## src/rtl/yutorina_bus_arbiter.sv

```systemverilog
// Round-robin arbiter that shares one system bus between MASTERS bus masters.
// It muxes the owner onto the slave side and aborts hung accesses with a watchdog.
module yutorina_bus_arbiter #(
    parameter int MASTERS = 4,
    parameter int ADDR_W  = 30,
    parameter int DATA_W  = 32,
    parameter int TIMEOUT = 16
) (
    input  logic                        clk,
    input  logic                        rst,
    input  logic [MASTERS-1:0]          m_req_,
    output logic [MASTERS-1:0]          m_grnt_,
    input  logic [MASTERS*ADDR_W-1:0]   m_addr,
    input  logic [MASTERS-1:0]          m_as_,
    input  logic [MASTERS-1:0]          m_rw,
    input  logic [MASTERS*DATA_W-1:0]   m_w_data,
    output logic [MASTERS-1:0]          m_rdy_,
    output logic [DATA_W-1:0]           m_r_data,
    output logic [ADDR_W-1:0]           s_addr,
    output logic                        s_as_,
    output logic                        s_rw,
    output logic [DATA_W-1:0]           s_w_data,
    input  logic [DATA_W-1:0]           s_r_data,
    input  logic                        s_rdy_,
    output logic [2:0]                  owner,
    output logic                        owned,
    output logic                        bus_err
);

    localparam int CNT_W = (TIMEOUT > 0) ? $clog2(TIMEOUT + 1) : 1;
    localparam logic [CNT_W-1:0] CNT_MAX = CNT_W'(TIMEOUT);

    logic [2:0]         last;
    logic [CNT_W-1:0]   cnt;
    logic [2:0]         pick;
    logic               any_req;
    logic [MASTERS-1:0] grnt_next;
    int                 best_d;
    int                 d;

    logic [ADDR_W-1:0]  sel_addr;
    logic [DATA_W-1:0]  sel_w_data;
    logic               sel_as_;
    logic               sel_rw;
    logic               sel_req;
    logic               hold;
    logic               to_fire;

    // Distance from last+1 (mod MASTERS); the nearest requester wins.
    always_comb begin
        any_req = 1'b0;
        pick    = '0;
        best_d  = MASTERS;
        d       = 0;
        for (int i = 0; i < MASTERS; i++) begin
            d = i - int'(last) - 1;
            if (d < 0) d = d + MASTERS;
            if (!m_req_[i] && d < best_d) begin
                best_d  = d;
                pick    = 3'(i);
                any_req = 1'b1;
            end
        end
        grnt_next = '1;
        for (int i = 0; i < MASTERS; i++)
            if (pick == 3'(i)) grnt_next[i] = 1'b0;
    end

    always_comb begin
        sel_addr   = '0;
        sel_w_data = '0;
        sel_as_    = 1'b1;
        sel_rw     = 1'b1;
        sel_req    = 1'b1;
        for (int i = 0; i < MASTERS; i++) begin
            if (owner == 3'(i)) begin
                sel_addr   = m_addr[i*ADDR_W +: ADDR_W];
                sel_w_data = m_w_data[i*DATA_W +: DATA_W];
                sel_as_    = m_as_[i];
                sel_rw     = m_rw[i];
                sel_req    = m_req_[i];
            end
        end
    end

    assign hold = owned && !sel_req;
    // A real slave ready in the terminal count cycle takes precedence over the abort.
    assign to_fire = owned && (TIMEOUT != 0) && (cnt == CNT_MAX) && s_rdy_;

    always_ff @(posedge clk or posedge rst) begin
        if (rst) begin
            owned   <= 1'b0;
            owner   <= '0;
            last    <= 3'(MASTERS - 1);
            cnt     <= '0;
            m_grnt_ <= '1;
        end else begin
            if (!hold) begin
                if (any_req) begin
                    owned   <= 1'b1;
                    owner   <= pick;
                    last    <= pick;
                    m_grnt_ <= grnt_next;
                end else begin
                    owned   <= 1'b0;
                    m_grnt_ <= '1;
                end
            end
            if (hold && (TIMEOUT != 0) && !sel_as_ && s_rdy_ && !to_fire)
                cnt <= cnt + 1'b1;
            else
                cnt <= '0;
        end
    end

    always_comb begin
        m_rdy_ = '1;
        for (int i = 0; i < MASTERS; i++)
            if (owned && owner == 3'(i)) m_rdy_[i] = to_fire ? 1'b0 : s_rdy_;
    end

    assign s_addr   = owned ? sel_addr : '0;
    assign s_as_    = owned ? (sel_as_ | to_fire) : 1'b1;
    assign s_rw     = owned ? sel_rw : 1'b1;
    assign s_w_data = owned ? sel_w_data : '0;
    assign m_r_data = (owned && !to_fire) ? s_r_data : '0;
    assign bus_err  = to_fire;

endmodule

```

## config.mk

```make
export PLATFORM = sky130hd
export DESIGN_NAME = yutorina_bus_arbiter
export DESIGN_NICKNAME = d
export VERILOG_FILES = /design/src/rtl/yutorina_bus_arbiter.sv
export SDC_FILE = /design/constraint.sdc
export NUM_CORES = 1
export LEC_CHECK = 0
export BUFFER_PORTS_ARGS = -buffer_cell sky130_fd_sc_hd__buf_4
export CAP_MARGIN = 20
export CORE_AREA = 2 2 156 158
export DETAILED_ROUTE_END_ITERATION = 16
export DIE_AREA = 0 0 158 160
export GPL_TIMING_DRIVEN = 1
export SLEW_MARGIN = 20
export SYNTH_ARGS = -nofsm -noshare
export SYNTH_HDL_FRONTEND = slang
export SYNTH_SLANG_ARGS = --single-unit
```

## constraint.sdc

```tcl
create_clock -name clk -period 6.15 [get_ports clk]
set_input_delay 1.23 -clock clk [delete_from_list [all_inputs] [get_ports clk]]
set_output_delay 1.23 -clock clk [all_outputs]
set_load 0.1 [all_outputs]
```

* After elaboration in Yosys (flattened, before gate mapping)
Cells that the tools add are included.
** Word-level totals
- Bits in registers :: 16
- Input port bits :: 295
** Operators by class
- Equal/unequal tests :: 7
- Multiplexer cells :: 51
- Bitwise gates (word level) :: 2
- Add/sub/neg operators :: 13
- Magnitude comparators :: 8
- Reduce and logical (&&, ||, !) cells :: 25
** Operator list (number)
- 32-bit 2-to-1 mux :: 13
- 30-bit 2-to-1 mux :: 5
- 32-bit < comparator :: 3
- 32-bit by 4-bit < comparator with 1-bit output (second input constant) :: 1
- 1-bit 2-to-1 mux :: 29
- 5-bit by 4-bit adder with 6-bit output (second input constant) :: 4
- 5-bit by 1-bit < comparator with 1-bit output (second input constant) :: 4
- 4-bit by 2-bit subtractor with 5-bit output (second input constant) :: 4
- 1-bit logical AND :: 15
- 3-bit by 2-bit equality test with 1-bit output (second input constant) :: 4
- 1-bit by 3-bit subtractor with 4-bit output (first input constant) :: 2
- 2-bit by 3-bit subtractor with 4-bit output (first input constant) :: 2
- 1-bit zero test :: 7
- 3-bit by 1-bit equality test with 1-bit output (second input constant) :: 2
- 3-bit zero test :: 2
- 3-bit 2-to-1 mux :: 2
- 5-bit by 1-bit adder with 5-bit output (second input constant) :: 1
- 5-bit equality test (second input constant) :: 1
- 5-bit 2-to-1 mux :: 1
- 4-bit 2-to-1 mux :: 1
- 2-bit AND reduction :: 1
- 1-bit NOT :: 1
- 1-bit OR :: 1

* Longest topological paths before layout
Gate-level depths: netlist of the first run.
- Depth after elaboration :: 19
- Gate-level depth with buffers :: 27
- Depth with buffers taken out :: 25

* Worst setup path after synthesis of the first run
OpenSTA, ideal clock, no wires.
- Path kind :: in2reg
- From :: in m_req_[0]
- To :: reg m_grnt_[3]
- Library setup time :: 0.061 ns
- Cell stages on the path :: 19
- Slack :: 0.480 ns
- Arrival :: 5.609 ns
- Buffers on the path :: 0
- Cell sequence :: nor2_1 nand2_1 ha_1 nor4b_1 o21bai_1 nand2_1 and2_1 nor2_1 ha_1 or4b_4 a2111oi_4 o2bb2ai_2 mux2i_1 ha_1 a21oi_1 o31a_1 or3_2 o221ai_2 o22a_1
** On the way
- Word-level cells in the longest chain between the ends :: 15
- Elaborated cells between the ends (all ways) :: 27
- Those cells by class :: order compare (3); eq/ne (1); mux (16); reduce/logical (7)
** Ends and longest elaborated chain
- start, declared :: line 11 : input logic [MASTERS-1:0] m_req_,
- 1-bit zero test :: line 58 : if (!m_req_[i] && d < best_d) begin
- 1-bit logical AND :: line 58
- 32-bit 2-to-1 mux :: line 58
- 32-bit < comparator :: line 58
- 1-bit logical AND :: line 58
- 32-bit 2-to-1 mux :: line 58
- 32-bit < comparator :: line 58
- 1-bit logical AND :: line 58
- 32-bit 2-to-1 mux :: line 58
- 32-bit < comparator :: line 58
- 1-bit logical AND :: line 58
- 3-bit 2-to-1 mux :: line 58
- 3-bit by 2-bit equality test with 1-bit output :: line 66 : if (pick == 3'(i)) grnt_next[i] = 1'b0;
- 1-bit 2-to-1 mux :: line 66
- 4-bit 2-to-1 mux :: line 99 : if (any_req) begin
- end signal, assigned :: line 103 : m_grnt_ <= grnt_next;
- end, declared :: line 12 : output logic [MASTERS-1:0] m_grnt_,
Parallel ways exist; a longest one is shown, timed or not.
A chain may end at the register's enable or synchronous reset.

* Final worst setup path of the first run
- From :: reg last[0]
- To :: reg m_grnt_[3]
** On the way
- Word-level cells in the longest chain between the ends :: 19
- Elaborated cells between the ends (all ways) :: 41
- Those cells by class :: add/sub (12); order compare (8); eq/ne (1); mux (16); reduce/logical (4)
** Ends and longest elaborated chain
- start, declared :: line 33 : logic [2:0] last;
- start signal, assigned :: line 94 : last <= 3'(MASTERS - 1);
- start signal, assigned :: line 102 : last <= pick;
- 1-bit by 3-bit subtractor with 4-bit output :: line 56 : d = i - int'(last) - 1;
- 4-bit by 2-bit subtractor with 5-bit output :: line 56
- 5-bit by 4-bit adder with 6-bit output or 5-bit by 1-bit < comparator with 1-bit output (tied branches) :: line 57 : if (d < 0) d = d + MASTERS;
- 32-bit 2-to-1 mux :: line 57
- 32-bit by 4-bit < comparator with 1-bit output :: line 58
- 1-bit logical AND :: line 58
- 32-bit 2-to-1 mux :: line 58
- 32-bit < comparator :: line 58
- [... 3 more ...]
- 1-bit logical AND :: line 58
- 32-bit 2-to-1 mux :: line 58
- 32-bit < comparator :: line 58
- 1-bit logical AND :: line 58
- 3-bit 2-to-1 mux :: line 58
- 3-bit by 2-bit equality test with 1-bit output :: line 66
- 1-bit 2-to-1 mux :: line 66
- 4-bit 2-to-1 mux (*) :: line 99
Mark *: on every way between the ends. The rest lies on a longest branch, timed or not.

==> impl_metrics.tcl, run 1 <==
set metrics [dict create \
    status "finished, final reports clean" \
    cp_max_fo 8 \
    startpoint_type "flip-flop" \
    io_pins 404 \
    final_cell_mix "409 x buf_4, 99 x and2_1, 64 x mux4_2, 23 x ha_1, 22 x nor2_1" \
    start_util_pct 15.40 \
    dp_hpwl_mm 16.60 \
    finalCritPeriodShare_pct 92.49 \
    rsz0062_at_grt "false" \
    slowest_delay_ns 0.52 \
    fin_skew_ns 0.0009008 \
    multi_input_area_um2 3141 \
    chipWidth_um 158 \
    fillers 2552 \
    clkSlewWorstSetupHoldPaths_ns 0.04 \
    cts_root_buf "clkbuf_16" \
    cts_tree "done" \
    ys_types 55 \
    setup_tns_ns 0 \
    numCtsBuffers 3 \
    vias 4564 \
    slew_viol_final 0 \
    synth_top_family_by_area "multiplexers" \
    synth_compound_area_share_pct 8.973 \
    ant_nets 0 \
    viasPerCell 4.273 \
    nNetsFinal 1063 \
    synthCells 361 \
    antenna_found_initial 2 \
    setup_viol 0 \
    grt_max_degree 71 \
    drive_above_1_share_pct 67.20 \
    synth_area_leaders "mux4_2 39%, and2_1 17%, ha_1 7.8%, dfrtp_1 5.5%, dfstp_2 4.3%" \
    grt_pass1_vias 4728 \
    post-cts-setup-buffers 0 \
    syn_area_per_cell_um2 10.16 \
    worstMarginPinSlew_ns 1.044 \
    final_common_cell "buf_4" \
    clock_sinks 14 \
    r2r_cells 23 \
    grt_pass1_wl_mm 27.43 \
    ys.flop_type "dfrtp_1" \
    critPathArrivalTime_ns 5.87 \
    worstHoldPathType "reg2reg" \
    drt_wl_total_mm 19.69 \
    async_flop_share_pct 100.0 \
    cts_buffer_depth 2 \
    clk_latency_ns 0.24 \
    cp.depth 23 \
    netlist.top_cell.by_area "mux4_2" \
    gp_congestion 0.9228 \
    critPathKind "reg2reg" \
    synth-edff-count 0 \
    core-area_um2 23820 \
    holdWs_ns 0.4945 \
    die_y_um 160 \
    syn_area_um2 3667 \
    grt_usage_pct 14.06 \
    synth_xor_area_share_pct 0.9553 \
    worstPathRequired_ns 6.33 \
    area_delta_synth_final_pct 94.27 \
    crit_family "compound AO/OA/AOI/OAI gates" \
    hold_buffers 0 \
    synth_top_area_share_pct 39.30 \
    dr.pass1.iters 4 \
    ys_seq_elements 14 \
    port_buffers 402 \
    synth_simple_gate_area_share_pct 26.44 \
    post_drt_wl_per_cell_um 18.44 \
    ys_seq_area_share_pct 9.758 \
    die_area_um2 25280 \
    cts_resized 0 \
    n_antenna_cell 0 \
    muxShareOfSynthArea_pct 40.57 \
    final_hold_viol_count 0 \
    crit_path_top_delay_cell "dfstp_2" \
    yosysWarnings 0 \
    min_path_cells 1 \
    finalCriticalPeriod_ns 5.688 \
    path_cells "inv_1 -> ha_1 -> ha_1 -> nor3_1 -> ha_1 -> nand2_1 -> o211ai_1 -> nand2_1 -> buf_4 -> nor3_1 -> a22o_1 -> inv_1 -> ha_1 -> a21o_2 -> a2111oi_4 -> o2bb2ai_4 -> mux2i_1 -> ha_1 -> a21oi_1 -> o31a_1 -> or3_2 -> o221ai_2 -> o22a_1" \
    seq_area_um2 366.6 \
    max_cap_violations 0 \
    fmax_mhz 175.8 \
    drtIter0Drc 248 \
    rows 57 \
    htreeDepth 1 \
    crit_path_frequent_cell "ha_1" \
    slew-limit-headroom_pct 30.42 \
    synthAdderAreaFrac_pct 7.847 \
    cp-end-kind "flip-flop" \
    grt_overflow_total 0 \
    drc 0 \
    critPathBufInv 3 \
]
cells by family after synthesis:
| group | count (synthesis) |
|---|---|
| AND/OR/NAND/NOR | 168 |
| buffers and inverters | 45 |
| flip-flops | 14 |
| adder cells (fa/ha/maj) | 23 |
| other | 1 |
| AO/OA/AOI/OAI | 39 |
| multiplexers | 67 |
| XOR/XNOR | 4 |
synth_stat cells, types with 5 or more instances:
cell type,n
a21oi_1,5
and2_1,99
buf_2,7
clkbuf_1,20
dfrtp_1,8
dfstp_2,6
ha_1,23
inv_1,14
mux4_2,64
nand2_1,14
nand2b_1,7
nor2_1,23
area by class of cell:
cell class	count	share of cell area, %
Clock buffer	4	1.247
Inverter	14	0.7376
Multi-Input combinational cell	303	44.08
Sequential cell	14	5.146
Tap cell	324	5.690
Timing Repair Buffer	409	43.10
registers in the layout, summed over array words and instances, names as in the netlist:
register	count
m_grnt_	4
owned	1
cnt	5
owner	2
last	2
final timing paths:
path | from | end | slack [ns]
setup / recovery | last[0]$_DFFE_PP1P_ | m_grnt_[3]$_DFFE_PP1N_ | 0.46
hold / removal | cnt[0]$_DFF_PP0_ | cnt[0]$_DFF_PP0_ | 0.49
setup reg to reg | last[0]$_DFFE_PP1P_ | m_grnt_[3]$_DFFE_PP1N_ | 0.46
hold reg to reg | cnt[0]$_DFF_PP0_ | cnt[0]$_DFF_PP0_ | 0.49
max in group asynchronous | rst | owner[0]$_DFFE_PP0P_ | 4.73
min in group asynchronous | rst | owner[1]$_DFFE_PP0P_ | 1.03
through the flow:
stage	area (um2)	std cells	utilization, %	setup WS (ns)
floorplan	3671	362	-	0.4796
global placement	7012	1064	29.44	0.2448
detailed placement	7012	1064	29.44	0.04687
CTS	7101	1068	29.81	0.2164
global route	7124	1068	29.91	0.02961
finish	7124	1068	29.91	0.4621
routing by layer:
metal	up-vias	track usage (%)	routed length, um
met3	19	2.958	1793
met1	2213	17.70	7697
li1	2119	-	-
met2	209	25.20	9967
met4	4	1.761	197
met5	-	0	34
Power of run 1 is left out: the tool's default activity adds up to more than one toggle a clock period on the data nets, which glitch-free logic cannot reach.
==> run 2: changes to the inputs <==
ABC_AREA = 1   (was not set)
CORE_AREA = 2 2 159 161   (was 2 2 156 158)
DIE_AREA = 0 0 161 163   (was 0 0 158 160)
==> run 2 against run 1 <==
Effect of this change:
- critical path depth increased by 9
- clock skew rose by 0.0013 ns
- wire length is 9.8% higher
- die area increased by 3.8%
- critical path type unchanged
- critical endpoint is now owner[1]$_DFFE_PP0P_
- largest cell class is now non-clock buffers
- highest routed layer is now met4
==> impl_metrics.tcl, run 2 <==
set metrics [dict create \
    final_cell_mix "412 x buf_4, 150 x nand2_1, 106 x inv_1, 101 x o21ai_0, 51 x nor2_1" \
    io_pins 404 \
    gp_congestion 0.8573 \
    hold_buffers 0 \
    worstHoldPathType "reg2reg" \
    rrSetupSlack_ns 1.43 \
    clock_sinks 14 \
    post-cts-setup-buffers 0 \
    syn_area_um2 3379 \
    htreeDepth 1 \
    grt_max_degree 41 \
    numCtsBuffers 3 \
    n_antenna_cell 0 \
    ys_types 35 \
    ant_nets 0 \
    cts_tree "done" \
    yosysWarnings 0 \
    met1_usage_pct 19.14 \
    chipWidth_um 161 \
    drtIter0Drc 391 \
    finalCriticalPeriod_ns 4.717 \
    muxShareOfSynthArea_pct 0 \
    synth_xor_area_share_pct 1.037 \
    setup_viol 0 \
    regMostFlops "cnt" \
    fillers 2758 \
    fmax_mhz 212.0 \
    met2_usage_pct 25.13 \
    startpoint_type "flip-flop" \
    use_met3_pct 3.514 \
    crit_path_top_delay_cell "dfstp_2" \
    grt_usage_pct 14.70 \
    max_cap_violations 0 \
    post_drt_wl_per_cell_um 16.21 \
    ys_top_cells_by_count "151 x nand2_1, 107 x inv_1, 101 x o21ai_0" \
    final_common_cell "buf_4" \
    synth_area_leaders "nand2_1 17%, o21ai_0 15%, inv_1 12%, ha_1 8.5%, o211ai_1 7.3%" \
    vias 5633 \
    slowest_delay_ns 0.60 \
    dp_hpwl_mm 17.96 \
    top_regs "cnt: 5 flops, m_grnt_: 4 flops" \
    slew-limit-headroom_pct 30.82 \
    slew_viol_final 0 \
    grt_pass1_wl_mm 30.25 \
    cp_max_fo 9 \
    ys_seq_elements 14 \
    cp-end-kind "flip-flop" \
    grt_overflow_total 0 \
    area_delta_synth_final_pct 101.6 \
    synth_most_common_cell "nand2_1" \
    synth_compound_area_share_pct 29.69 \
    largest_reg_flops 5 \
    multi_input_area_um2 2459 \
    ys.flop_type "dfrtp_1" \
    critPathKind "reg2reg" \
    cts_root_buf "clkbuf_16" \
    busiest_layer "met2" \
    drc 0 \
    drive_above_1_share_pct 43.92 \
    ys_seq_area_share_pct 10.59 \
    port_buffers 402 \
    die_y_um 163 \
    seq_area_um2 357.8 \
    synth-edff-count 0 \
    rsz0062_at_grt "false" \
    viasPerCell 4.223 \
    synth_simple_gate_area_share_pct 32.77 \
    synth_top_area_share_pct 16.77 \
    fin_skew_ns 0.002221 \
    synthCells 628 \
    antenna_found_initial 0 \
    netlist.top_cell.by_area "nand2_1" \
    drt_wl_total_mm 21.62 \
    dr.pass1.iters 5 \
    critPathArrivalTime_ns 4.84 \
    crit_path_frequent_cell "nand2_1" \
    core-area_um2 24670 \
    synthAdderAreaFrac_pct 8.515 \
    clkSlewWorstSetupHoldPaths_ns 0.04 \
    clk_latency_ns 0.24 \
    syn_area_per_cell_um2 5.381 \
    worstPathRequired_ns 6.28 \
    die_area_um2 26240 \
    rows 58 \
    worstMarginPinSlew_ns 1.037 \
    setup_tns_ns 0 \
    finalCritPeriodShare_pct 76.70 \
    async_flop_share_pct 100.0 \
    final_hold_viol_count 0 \
    synth_top_family_by_area "simple AND/OR/NAND/NOR gates" \
    nNetsFinal 1323 \
    cts_resized 0 \
    start_util_pct 13.70 \
    status "finished, final reports clean" \
    cts_buffer_depth 2 \
    grt_pass1_vias 5059 \
]
run 2: changes by cell type after synthesis, moves of 38 or more:
| cell | previous run | this run |
|---|---|---|
| nand2_1 | 14 | 151 |
| and2_1 | 99 | 0 |
| o21ai_0 | 4 | 101 |
| inv_1 | 14 | 107 |
| mux4_2 | 64 | 0 |
| nand3_1 | 3 | 41 |
run 2: path summary, 6_finish.rpt:
kind	start	to	cells past startpoint
worst max-delay path	last[0]$_DFFE_PP1P_	owner[1]$_DFFE_PP0P_	32
worst min-delay path	last[1]$_DFFE_PP1P_	last[1]$_DFFE_PP1P_	2
worst max register to register	last[0]$_DFFE_PP1P_	owner[1]$_DFFE_PP0P_	32
worst min register to register	last[1]$_DFFE_PP1P_	last[1]$_DFFE_PP1P_	2
max in group asynchronous	rst	last[0]$_DFFE_PP1P_	2
min in group asynchronous	rst	owner[0]$_DFFE_PP0P_	2
run 2: critical path, delay by kind of cell (launching register included):
| kind | cells | cell delay, ns |
|---|---|---|
| buffers and inverters | 4 | 0.42 |
| AOI/OAI and AO/OA | 4 | 0.56 |
| and+or+nand+nor | 19 | 1.67 |
| DFF | 1 | 0.60 |
| adders and majority gates | 5 | 1.34 |
run 2: metrics by stage:
step | setup slack [ns] | instances | cell area [um2] | utilization [%] | hold WS (ns)
global placement | 1.369 | 1330 | 6731 | 27.28 | 0.4679
floorplan | 0.7415 | 629 | 3383 | - | 0.4546
detailed placement | 1.265 | 1330 | 6731 | 27.28 | 0.4812
finish | 1.433 | 1334 | 6813 | 27.61 | 0.4920
CTS | 1.440 | 1334 | 6810 | 27.60 | 0.4874
global route | 1.025 | 1334 | 6813 | 27.61 | 0.5150
run 2: cell families after synthesis:
family / Yosys count
other cells: 1
simple gates: 263
fa+ha+maj: 23
flops: 14
compound gates: 173
xor+xnor: 4
buf+inv: 150
run 2: per-layer routing:
metal	share of wire [%]	vias up
li1	-	2792
met1	41	2550
met2	49	275
met3	8.9	16
met4	1.6	0
met5	0	-
run 2: area by class of cell:
class / count / share of cell area, %
multi-input cells: 465 / 36.09
well taps: 330 / 6.061
inverters: 109 / 6.042
repair buffers: 412 / 45.40
clock buffers: 4 / 1.157
flip-flops and latches: 14 / 5.253
Power of run 2 is left out for the same reason.
